<file path="config.mk">
export PLATFORM = sky130hd
export DESIGN_NAME = rnr_rr_skid_reg_flat
export DESIGN_NICKNAME = d
export VERILOG_FILES = /design/src/rtl/rnr_rr_skid_reg_if.sv /design/src/rtl/rnr_rr_skid_reg.sv /design/src/flat_wrapper.sv
export SDC_FILE = /design/constraint.sdc
export NUM_CORES = 1
export LEC_CHECK = 0
export ABC_AREA = 1
export BUFFER_PORTS_ARGS = -buffer_cell sky130_fd_sc_hd__buf_4
export CORE_ASPECT_RATIO = 0.5
export CORE_MARGIN = 1
export CORE_UTILIZATION = 55
export CTS_BUF_LIST = sky130_fd_sc_hd__clkbuf_4 sky130_fd_sc_hd__clkbuf_8 sky130_fd_sc_hd__clkbuf_16
export CTS_CLUSTER_SIZE = 12
export DETAILED_ROUTE_END_ITERATION = 12
export PLACE_DENSITY = 0.81
export SYNTH_ARGS = -nofsm -noshare
export SYNTH_HDL_FRONTEND = slang
export SYNTH_SLANG_ARGS = --single-unit
export TNS_END_PERCENT = 30
</file>
<file path="constraint.sdc">
create_clock -name clk -period 23.2 [get_ports clk]
set_input_delay 2.32 -clock clk [delete_from_list [all_inputs] [get_ports clk]]
set_output_delay 2.32 -clock clk [all_outputs]
set_load 0.05 [all_outputs]
</file>
<file path="src/rtl/rnr_rr_skid_reg_if.sv">
// Handshake and data bundle between register rename and register read.
// The slave modport is the skid register's view. The master modport is the
// view of the surrounding pipeline, which drives rename's side and consumes the head.
interface rnr_rr_skid_reg_if #(
    parameter int WIDTH   = 165,
    parameter int DEPTH_W = 2
);
    logic               flush;
    logic               in_valid;
    logic               in_ready;
    logic [WIDTH-1:0]   ifmt1_in;
    logic [WIDTH-1:0]   ifmt2_in;
    logic               out_valid;
    logic               out_ready;
    logic [WIDTH-1:0]   ifmt1_out;
    logic [WIDTH-1:0]   ifmt2_out;
    logic [DEPTH_W-1:0] occupancy;

    modport slave (
        input  flush, in_valid, ifmt1_in, ifmt2_in, out_ready,
        output in_ready, out_valid, ifmt1_out, ifmt2_out, occupancy
    );

    modport master (
        output flush, in_valid, ifmt1_in, ifmt2_in, out_ready,
        input  in_ready, out_valid, ifmt1_out, ifmt2_out, occupancy
    );
endinterface

</file>
<file path="src/rtl/rnr_rr_skid_reg.sv">
// Rename -> register-read boundary register with a 2-entry skid buffer.
// in_ready is decoded only from registered state, so a register-read stall
// never forms a combinational path back into rename. Bubbles (both lane-valid
// bits clear) complete the handshake but are never stored.
module rnr_rr_skid_reg #(
    parameter int WIDTH   = 165,
    parameter int DEPTH_W = 2
) (
    input  logic                clk,
    input  logic                rst,
    rnr_rr_skid_reg_if.slave    bus
);

    typedef enum logic [1:0] {
        EMPTY = 2'd0,
        ONE   = 2'd1,
        TWO   = 2'd2
    } state_t;

    state_t             state;
    state_t             state_nxt;

    logic [WIDTH-1:0]   main1;
    logic [WIDTH-1:0]   main2;
    logic [WIDTH-1:0]   skid1;
    logic [WIDTH-1:0]   skid2;

    logic               in_ready_int;
    logic               out_valid_int;
    logic [DEPTH_W-1:0] occ;
    logic               acc;
    logic               pop;
    logic               main_load_in;
    logic               main_load_skid;
    logic               skid_load;

    // Output decode from the registered state only.
    always_comb begin
        in_ready_int  = 1'b1;
        out_valid_int = 1'b0;
        occ           = '0;
        case (state)
            EMPTY: begin
                in_ready_int  = 1'b1;
                out_valid_int = 1'b0;
                occ           = DEPTH_W'(0);
            end
            ONE: begin
                in_ready_int  = 1'b1;
                out_valid_int = 1'b1;
                occ           = DEPTH_W'(1);
            end
            TWO: begin
                in_ready_int  = 1'b0;
                out_valid_int = 1'b1;
                occ           = DEPTH_W'(2);
            end
            default: begin
                in_ready_int  = 1'b1;
                out_valid_int = 1'b0;
                occ           = '0;
            end
        endcase
    end

    // Next-state and entry-load decode; a flush cancels both accept and pop.
    always_comb begin
        acc            = bus.in_valid & in_ready_int & ~bus.flush &
                         (bus.ifmt1_in[WIDTH-1] | bus.ifmt2_in[WIDTH-1]);
        pop            = out_valid_int & bus.out_ready & ~bus.flush;
        state_nxt      = state;
        main_load_in   = 1'b0;
        main_load_skid = 1'b0;
        skid_load      = 1'b0;
        if (bus.flush) begin
            state_nxt = EMPTY;
        end else begin
            case (state)
                EMPTY: begin
                    if (acc) begin
                        main_load_in = 1'b1;
                        state_nxt    = ONE;
                    end
                end
                ONE: begin
                    if (acc && !pop) begin
                        skid_load = 1'b1;
                        state_nxt = TWO;
                    end else if (acc && pop) begin
                        main_load_in = 1'b1;
                        state_nxt    = ONE;
                    end else if (pop) begin
                        state_nxt = EMPTY;
                    end
                end
                TWO: begin
                    if (pop) begin
                        main_load_skid = 1'b1;
                        state_nxt      = ONE;
                    end
                end
                default: state_nxt = EMPTY;
            endcase
        end
    end

    // State register.
    always_ff @(posedge clk or posedge rst) begin
        if (rst) begin
            state <= EMPTY;
        end else begin
            state <= state_nxt;
        end
    end

    // Head and skid entries; flush leaves them stale since out_valid qualifies them.
    always_ff @(posedge clk or posedge rst) begin
        if (rst) begin
            main1 <= '0;
            main2 <= '0;
            skid1 <= '0;
            skid2 <= '0;
        end else begin
            if (main_load_in) begin
                main1 <= bus.ifmt1_in;
                main2 <= bus.ifmt2_in;
            end else if (main_load_skid) begin
                main1 <= skid1;
                main2 <= skid2;
            end
            if (skid_load) begin
                skid1 <= bus.ifmt1_in;
                skid2 <= bus.ifmt2_in;
            end
        end
    end

    assign bus.in_ready  = in_ready_int;
    assign bus.out_valid = out_valid_int;
    assign bus.ifmt1_out = main1;
    assign bus.ifmt2_out = main2;
    assign bus.occupancy = occ;

endmodule

</file>
<file path="src/flat_wrapper.sv">
// flat-port wrapper written by rule: the top's interface ports become plain ports
module rnr_rr_skid_reg_flat 
#(
    parameter int WIDTH   = 165,
    parameter int DEPTH_W = 2
)
  (clk, rst, bus_flush, bus_in_valid, bus_ifmt1_in, bus_ifmt2_in, bus_out_ready, bus_in_ready, bus_out_valid, bus_ifmt1_out, bus_ifmt2_out, bus_occupancy);
  rnr_rr_skid_reg_if #(.WIDTH(WIDTH), .DEPTH_W(DEPTH_W)) bus_i ();
  input  logic clk;
  input  logic rst;
  input wire logic [$bits(bus_i.flush)-1:0] bus_flush;
  input wire logic [$bits(bus_i.in_valid)-1:0] bus_in_valid;
  input wire logic [$bits(bus_i.ifmt1_in)-1:0] bus_ifmt1_in;
  input wire logic [$bits(bus_i.ifmt2_in)-1:0] bus_ifmt2_in;
  input wire logic [$bits(bus_i.out_ready)-1:0] bus_out_ready;
  output wire logic [$bits(bus_i.in_ready)-1:0] bus_in_ready;
  output wire logic [$bits(bus_i.out_valid)-1:0] bus_out_valid;
  output wire logic [$bits(bus_i.ifmt1_out)-1:0] bus_ifmt1_out;
  output wire logic [$bits(bus_i.ifmt2_out)-1:0] bus_ifmt2_out;
  output wire logic [$bits(bus_i.occupancy)-1:0] bus_occupancy;
  assign bus_i.flush = bus_flush;
  assign bus_i.in_valid = bus_in_valid;
  assign bus_i.ifmt1_in = bus_ifmt1_in;
  assign bus_i.ifmt2_in = bus_ifmt2_in;
  assign bus_i.out_ready = bus_out_ready;
  assign bus_in_ready = bus_i.in_ready;
  assign bus_out_valid = bus_i.out_valid;
  assign bus_ifmt1_out = bus_i.ifmt1_out;
  assign bus_ifmt2_out = bus_i.ifmt2_out;
  assign bus_occupancy = bus_i.occupancy;
  rnr_rr_skid_reg #(.WIDTH(WIDTH), .DEPTH_W(DEPTH_W)) u_core (.clk(clk), .rst(rst), .bus(bus_i));
endmodule
</file>
==> results of run 1 <==
==> where the power goes <==
| group | internal, mW | total [mW] | leakage (nW) | switching (mW) |
|---|---|---|---|---|
| logic | 0.756 | 2.65 | 12.0 | 1.89 |
| registers | 1.74 | 2.10 | 8.03 | 0.362 |
| clock network | 0.476 | 0.894 | 0.798 | 0.417 |
| total | 2.97 | 5.64 | 20.8 | 2.67 |
==> layer usage <==
metal,vias to the layer above,GRT usage [%],part of all wire [%]
met5,-,0,0.0077
met1,13400,39.5,38
met3,316,4.28,5.3
met4,2,21.3,7.3
li1,13300,-,-
met2,1077,51.1,49
==> worst paths after layout <==
check / to / slack (ps) / from
max: u_core.bus.ifmt1_out[83]$_DFFE_PP0P_ / 17310 / bus_ifmt1_in[164]
min reg2reg: u_core.skid1[135]$_DFFE_PP0P_ / 480 / u_core.skid1[135]$_DFFE_PP0P_
min in group asynchronous: u_core.skid2[8]$_DFFE_PP0P_ / 1890 / rst
max reg2reg: u_core.bus.ifmt1_out[83]$_DFFE_PP0P_ / 18430 / u_core.state[0]$_DFFE_PP0P_
max in group asynchronous: u_core.bus.ifmt1_out[53]$_DFFE_PP0P_ / 18070 / rst
min: u_core.skid1[135]$_DFFE_PP0P_ / 480 / u_core.skid1[135]$_DFFE_PP0P_
==> area by class of cell <==
class / instances / area, sq um / area share, %
sequential: 662 / 16600 / 44.7
timing repair buffer: 693 / 5280 / 14.2
multi-input combinational: 2675 / 11400 / 30.7
antenna: 11 / 27.5 / 0.0743
tap: 744 / 931 / 2.51
clock buffer: 71 / 1600 / 4.32
inverter: 340 / 1300 / 3.50
==> critical path, cell delays in order <==
cell	delay [ps]
buf_4	110
inv_1	80
nand2_1	60
nand3_1	220
inv_8	260
nand2_4	790
buf_4	920
buf_4	1020
nand2_1	160
nand2_1	120
nand2_1	60
==> per-stage QoR <==
| step | utilization (%) | instance area (sq um) |
|---|---|---|
| after detailed placement | 65.3 | 35400 |
| after global placement | 65.3 | 35400 |
| final | 68.3 | 37100 |
| after CTS | 68.2 | 37000 |
| after global routing | 68.3 | 37100 |
| after floorplan | - | 30500 |
==> flip-flops by register name (all words and copies together), names as in the netlist <==
signal / cells
u_core.skid2: 165
u_core.bus.ifmt1_out: 165
u_core.state: 2
u_core.skid1: 165
u_core.bus.ifmt2_out: 165
==> placed cells by master (no fill, tap or decap) <==
master     synthesis  final
a21oi_1            2      2
buf_12             0      6
buf_4              2    687
clkbuf_16          0     61
clkbuf_4           0     10
dfrtp_1          662    662
diode_2            0     11
ha_1               5      5
inv_1            336    335
inv_2              4      2
inv_8              0      3
nand2_1         1667   1665
nand2_4            0      2
nand3_1          662    662
nand4_1            1      1
nor2_1             6      6
o21ai_0          306    306
o21ai_1           24     24
o21bai_4           0      1
or2_2              1      1
==> cell families (layout without fill, tap and decap cells) <==
kind of cell	after synthesis	after routing	synth area share [%]
compound gates	333	333	5.48
fa+ha+maj	5	5	0.205
buf+inv	630	1104	8.54
flops	662	662	54.3
other cells	0	11	0
simple gates	2337	2337	31.5
==> flow_metrics.py, run 1 <==
metrics = {
    "detailed_routing": {
        "firstDrtPassIters": 6,
        "wl_per_cell_um": 17.5,
        "via_per_inst": 5.41,
        "final_antenna_net_count": 0,
        "drt_iter0_markers": 2882,
        "vias": 28100,
        "route.detailed.drc": 0,
        "wirelength_um": 90700,
    },
    "logic_synthesis": {
        "syn_inst": 3967,
        "yosys_warnings": 0,
        "synth_top_cells_by_area": "dfrtp_1 54%, nand2_1 21%, nand3_1 11%",
        "synth_edf_count": 0,
        "synthArstFlopShare_pct": 100,
        "synth_commonest_cells": "1667 x nand2_1, 662 x dfrtp_1, 662 x nand3_1, 336 x inv_1, 306 x o21ai_0",
        "postSynthAreaPerCell_sq_um": 7.69,
        "ys_seq_area_share_pct": 54.3,
        "synthMostInstantiatedCell": "nand2_1",
        "synth-seq-cells": 662,
        "synth_cell_types": 18,
        "synth_flop_cell": "dfrtp_1",
        "syn_area_sq_um": 30500,
        "syn_nets": 4307,
        "synth.largest_area_cell": "dfrtp_1",
        "synth_top_area_share_pct": 54.3,
    },
    "global_routing": {
        "grt_antenna_before_repair": 12,
        "grt_pass1_wl_um": 143000,
        "grt_usage_pct": 31.4,
        "first_global_vias": 26600,
        "grt-ovfl-total": 0,
        "grt_max_degree": 239,
    },
    "critical_path": {
        "cp.arrival_ps": 6380,
        "start_kind": "input port",
        "r2r_cells": 11,
        "critPathMaxFanout": 147,
        "cp.required_ps": 23680,
        "worstSetupPathType": "input port to flop",
        "worstSetupEndpointType": "flop",
    },
    "floorplan": {
        "core.rowCount": 60,
        "dieArea_sq_um": 56500,
        "die-height_um": 169,
        "io_pins": 669,
        "start_util_pct": 56.2,
        "die_w_um": 335,
        "placeableCoreArea_sq_um": 54300,
    },
    "sta": {
        "skew_ps": 13.8,
        "finalSetupViolCount": 0,
        "tns_ps": 0,
        "post-route-min-period_ps": 5890,
        "relSlewSlack_pct": 15.9,
        "final.period_utilization_pct": 25.4,
        "whs_ps": 484,
        "worst_pin_slew_ps": 1260,
        "post-route-worst-setup-slack_ps": 17310,
        "fmax_ghz": 0.170,
        "hold_viol": 0,
        "rsz0062_at_grt": "no",
        "finalMaxSlewViolations": 0,
    },
    "flow_run": {
        "maxCapViolCount": 0,
    },
    "placed_design": {
        "place_ws_ps": 16860,
        "dpl.cell_count": 5114,
        "io_buffer_count": 668,
        "gp_congestion": 0.912,
        "dp_hpwl_um": 56500,
    },
    "power_and_ir_drop": {
        "ir_worst_vdd_v": 0.0000812,
        "p_leak_nw": 20.8,
        "powerDensity_nw_per_um2": 152,
        "finalPower_mw": 5.64,
    },
    "final_layout": {
        "drive_gt1_share_pct": 17.4,
        "nNetsFinal": 4773,
        "area_delta_synth_final_pct": 21.5,
        "nFillCells": 4497,
        "stdcell_count": 5196,
    },
    "cts": {
        "cts_tree": "done",
        "cts_resized": 0,
        "cts_sinks": 662,
        "cts_hold_buf": 0,
        "cts.clk_slew.worst_paths_ps": 60,
        "post_cts_buffers": 0,
        "numCtsBuffers": 61,
        "cts_buffer_depth": 3,
        "htree_num_levels": 2,
        "clockRootBuffer": "clkbuf_16",
        "insertion_delay_ps": 600,
    },
    "status": {
        "run_status": "complete, no violations",
    },
    "min_path": {
        "hold_class": "flop to flop",
        "min_path_cells": 2,
    },
}
No activity file was read; power rests on OpenSTA's default activity.
==> inputs of run 2 (changes only) <==
Clock period 23.2 ns to 5.8 ns, I/O delays scaled along.
==> flow_metrics.py, run 2 (synthesized netlist as in run 1, its figures left out) <==
metrics = {
    "global_routing": {
        "grt_usage_pct": 31.7,
        "grt_antenna_before_repair": 10,
        "grt_pass1_wl_um": 144000,
        "grt-ovfl-total": 0,
        "grt_max_degree": 305,
        "first_global_vias": 26800,
    },
    "sta": {
        "post-route-min-period_ps": 3550,
        "hold_viol": 0,
        "finalMaxSlewViolations": 0,
        "rsz0062_at_grt": "no",
        "worst_pin_slew_ps": 1170,
        "relSlewSlack_pct": 22.3,
        "final.period_utilization_pct": 61.3,
        "skew_ps": 20.7,
        "post-route-worst-setup-slack_ps": 2250,
        "finalSetupViolCount": 0,
        "fmax_ghz": 0.281,
    },
    "placed_design": {
        "dp_hpwl_um": 55800,
        "dpl.cell_count": 5114,
        "io_buffer_count": 668,
        "dpl_cell_area_sq_um": 35500,
        "place_ws_ps": 2280,
        "gp_congestion": 0.878,
    },
    "final_layout": {
        "nNetsFinal": 4773,
        "stdcell_count": 5196,
        "area_delta_synth_final_pct": 22.0,
        "final_cell_mix": "1665 x nand2_1, 679 x buf_4, 662 x nand3_1, 662 x dfrtp_1, 335 x inv_1",
        "mostFrequentLayoutCell": "nand2_1",
        "utilization_pct": 68.6,
        "design_area_sq_um": 37200,
        "drive_gt1_share_pct": 17.4,
    },
    "critical_path": {
        "critPathMaxFanout": 165,
        "crit_slowest_cell": "inv_8",
        "worstSetupPathType": "flop to flop",
        "worstSetupEndpointType": "flop",
        "cp_cell_sequence": "inv_1, ha_1, nor2_1, nand3_1, inv_8, nand2_4, buf_12, nand2_1, nand2_1, nand2_1",
        "cp.required_ps": 6350,
        "max_stage_delay_ps": 740,
        "start_kind": "flop",
        "cp.arrival_ps": 4100,
        "cpMostUsedCell": "nand2_1",
    },
    "detailed_routing": {
        "via_per_inst": 5.41,
        "drt_iter0_markers": 2941,
        "firstDrtPassIters": 7,
        "vias": 28100,
        "route.detailed.drc": 0,
        "wirelength_um": 90500,
        "wl_per_cell_um": 17.4,
        "final_antenna_net_count": 0,
    },
    "power_and_ir_drop": {
        "p_leak_nw": 20.9,
        "ir_worst_vdd_v": 0.000419,
        "powerDensity_nw_per_um2": 608,
        "finalPower_mw": 22.6,
    },
    "cts": {
        "clockRootBuffer": "clkbuf_16",
        "cts_hold_buf": 0,
        "cts_sinks": 662,
        "insertion_delay_ps": 620,
        "cts_resized": 0,
        "cts_buffer_depth": 3,
        "cts.clk_slew.worst_paths_ps": 60,
        "cts_tree": "done",
        "htree_num_levels": 2,
        "post_cts_buffers": 0,
        "numCtsBuffers": 61,
    },
    "status": {
        "run_status": "complete, no violations",
    },
    "floorplan": {
        "die-height_um": 169,
        "die_w_um": 335,
        "core.rowCount": 60,
        "dieArea_sq_um": 56500,
        "placeableCoreArea_sq_um": 54300,
        "io_pins": 669,
        "start_util_pct": 56.2,
    },
    "flow_run": {
        "maxCapViolCount": 0,
    },
    "min_path": {
        "hold_class": "input port to async pin",
    },
}
run 2: worst paths after layout:
kind | start | endpoint | slack [ps] | cells past startpoint
worst max-delay path | u_core.state[0]$_DFFE_PP0P_ | u_core.bus.ifmt2_out[19]$_DFFE_PP0P_ | 2250 | 10
worst min-delay path | rst | u_core.skid1[27]$_DFFE_PP0P_ | 50 | 2
worst max register to register | u_core.state[0]$_DFFE_PP0P_ | u_core.bus.ifmt2_out[19]$_DFFE_PP0P_ | 2250 | 10
worst min register to register | u_core.skid2[10]$_DFFE_PP0P_ | u_core.skid2[10]$_DFFE_PP0P_ | 480 | 2
max in group asynchronous | rst | u_core.bus.ifmt1_out[76]$_DFFE_PP0P_ | 4350 | 3
min in group clk | bus_ifmt1_in[161] | u_core.skid1[161]$_DFFE_PP0P_ | 230 | 3
run 2: metrics by stage:
| stage | hold WS (ps) | TNS [ps] |
|---|---|---|
| after floorplan | 453 | -2535760 |
| after global placement | 465 | 0 |
| after detailed placement | 473 | 0 |
| after CTS | 33.9 | 0 |
| after global routing | 59.4 | 0 |
| final | 49.8 | 0 |
run 2: power breakdown:
part,total (mW),switching [mW],leakage [nW],internal [mW]
clock network,3.66,1.69,0.823,1.96
registers,8.42,1.47,8.03,6.96
logic,10.5,7.52,12.0,3.02
run 2: per-layer routing:
layer / up-vias / wire length [um] / GRT usage [%]
met1: 13300 / 35300 / 40.8
li1: 13300 / - / -
met5: - / 0 / 0
met3: 345 / 4500 / 4.32
met4: 0 / 7040 / 22.3
met2: 1116 / 43700 / 50.2
run 2: layout make-up:
class | count | area [sq um]
fillers | 4445 | 17100
multi-input cells | 2675 | 11400
clock buffers | 71 | 1650
repair buffers | 693 | 5380
well taps | 744 | 931
clock inverters | 1 | 8.76
diodes | 10 | 25.0
inverters | 340 | 1290
flip-flops and latches | 662 | 16600
run 2: critical path: cells and delay by family, from the launching register on:
family / cells / cell delay (ps)
buf+inv: 3 / 1300
flops: 1 / 410
fa+ha+maj: 1 / 250
simple gates: 6 / 1370
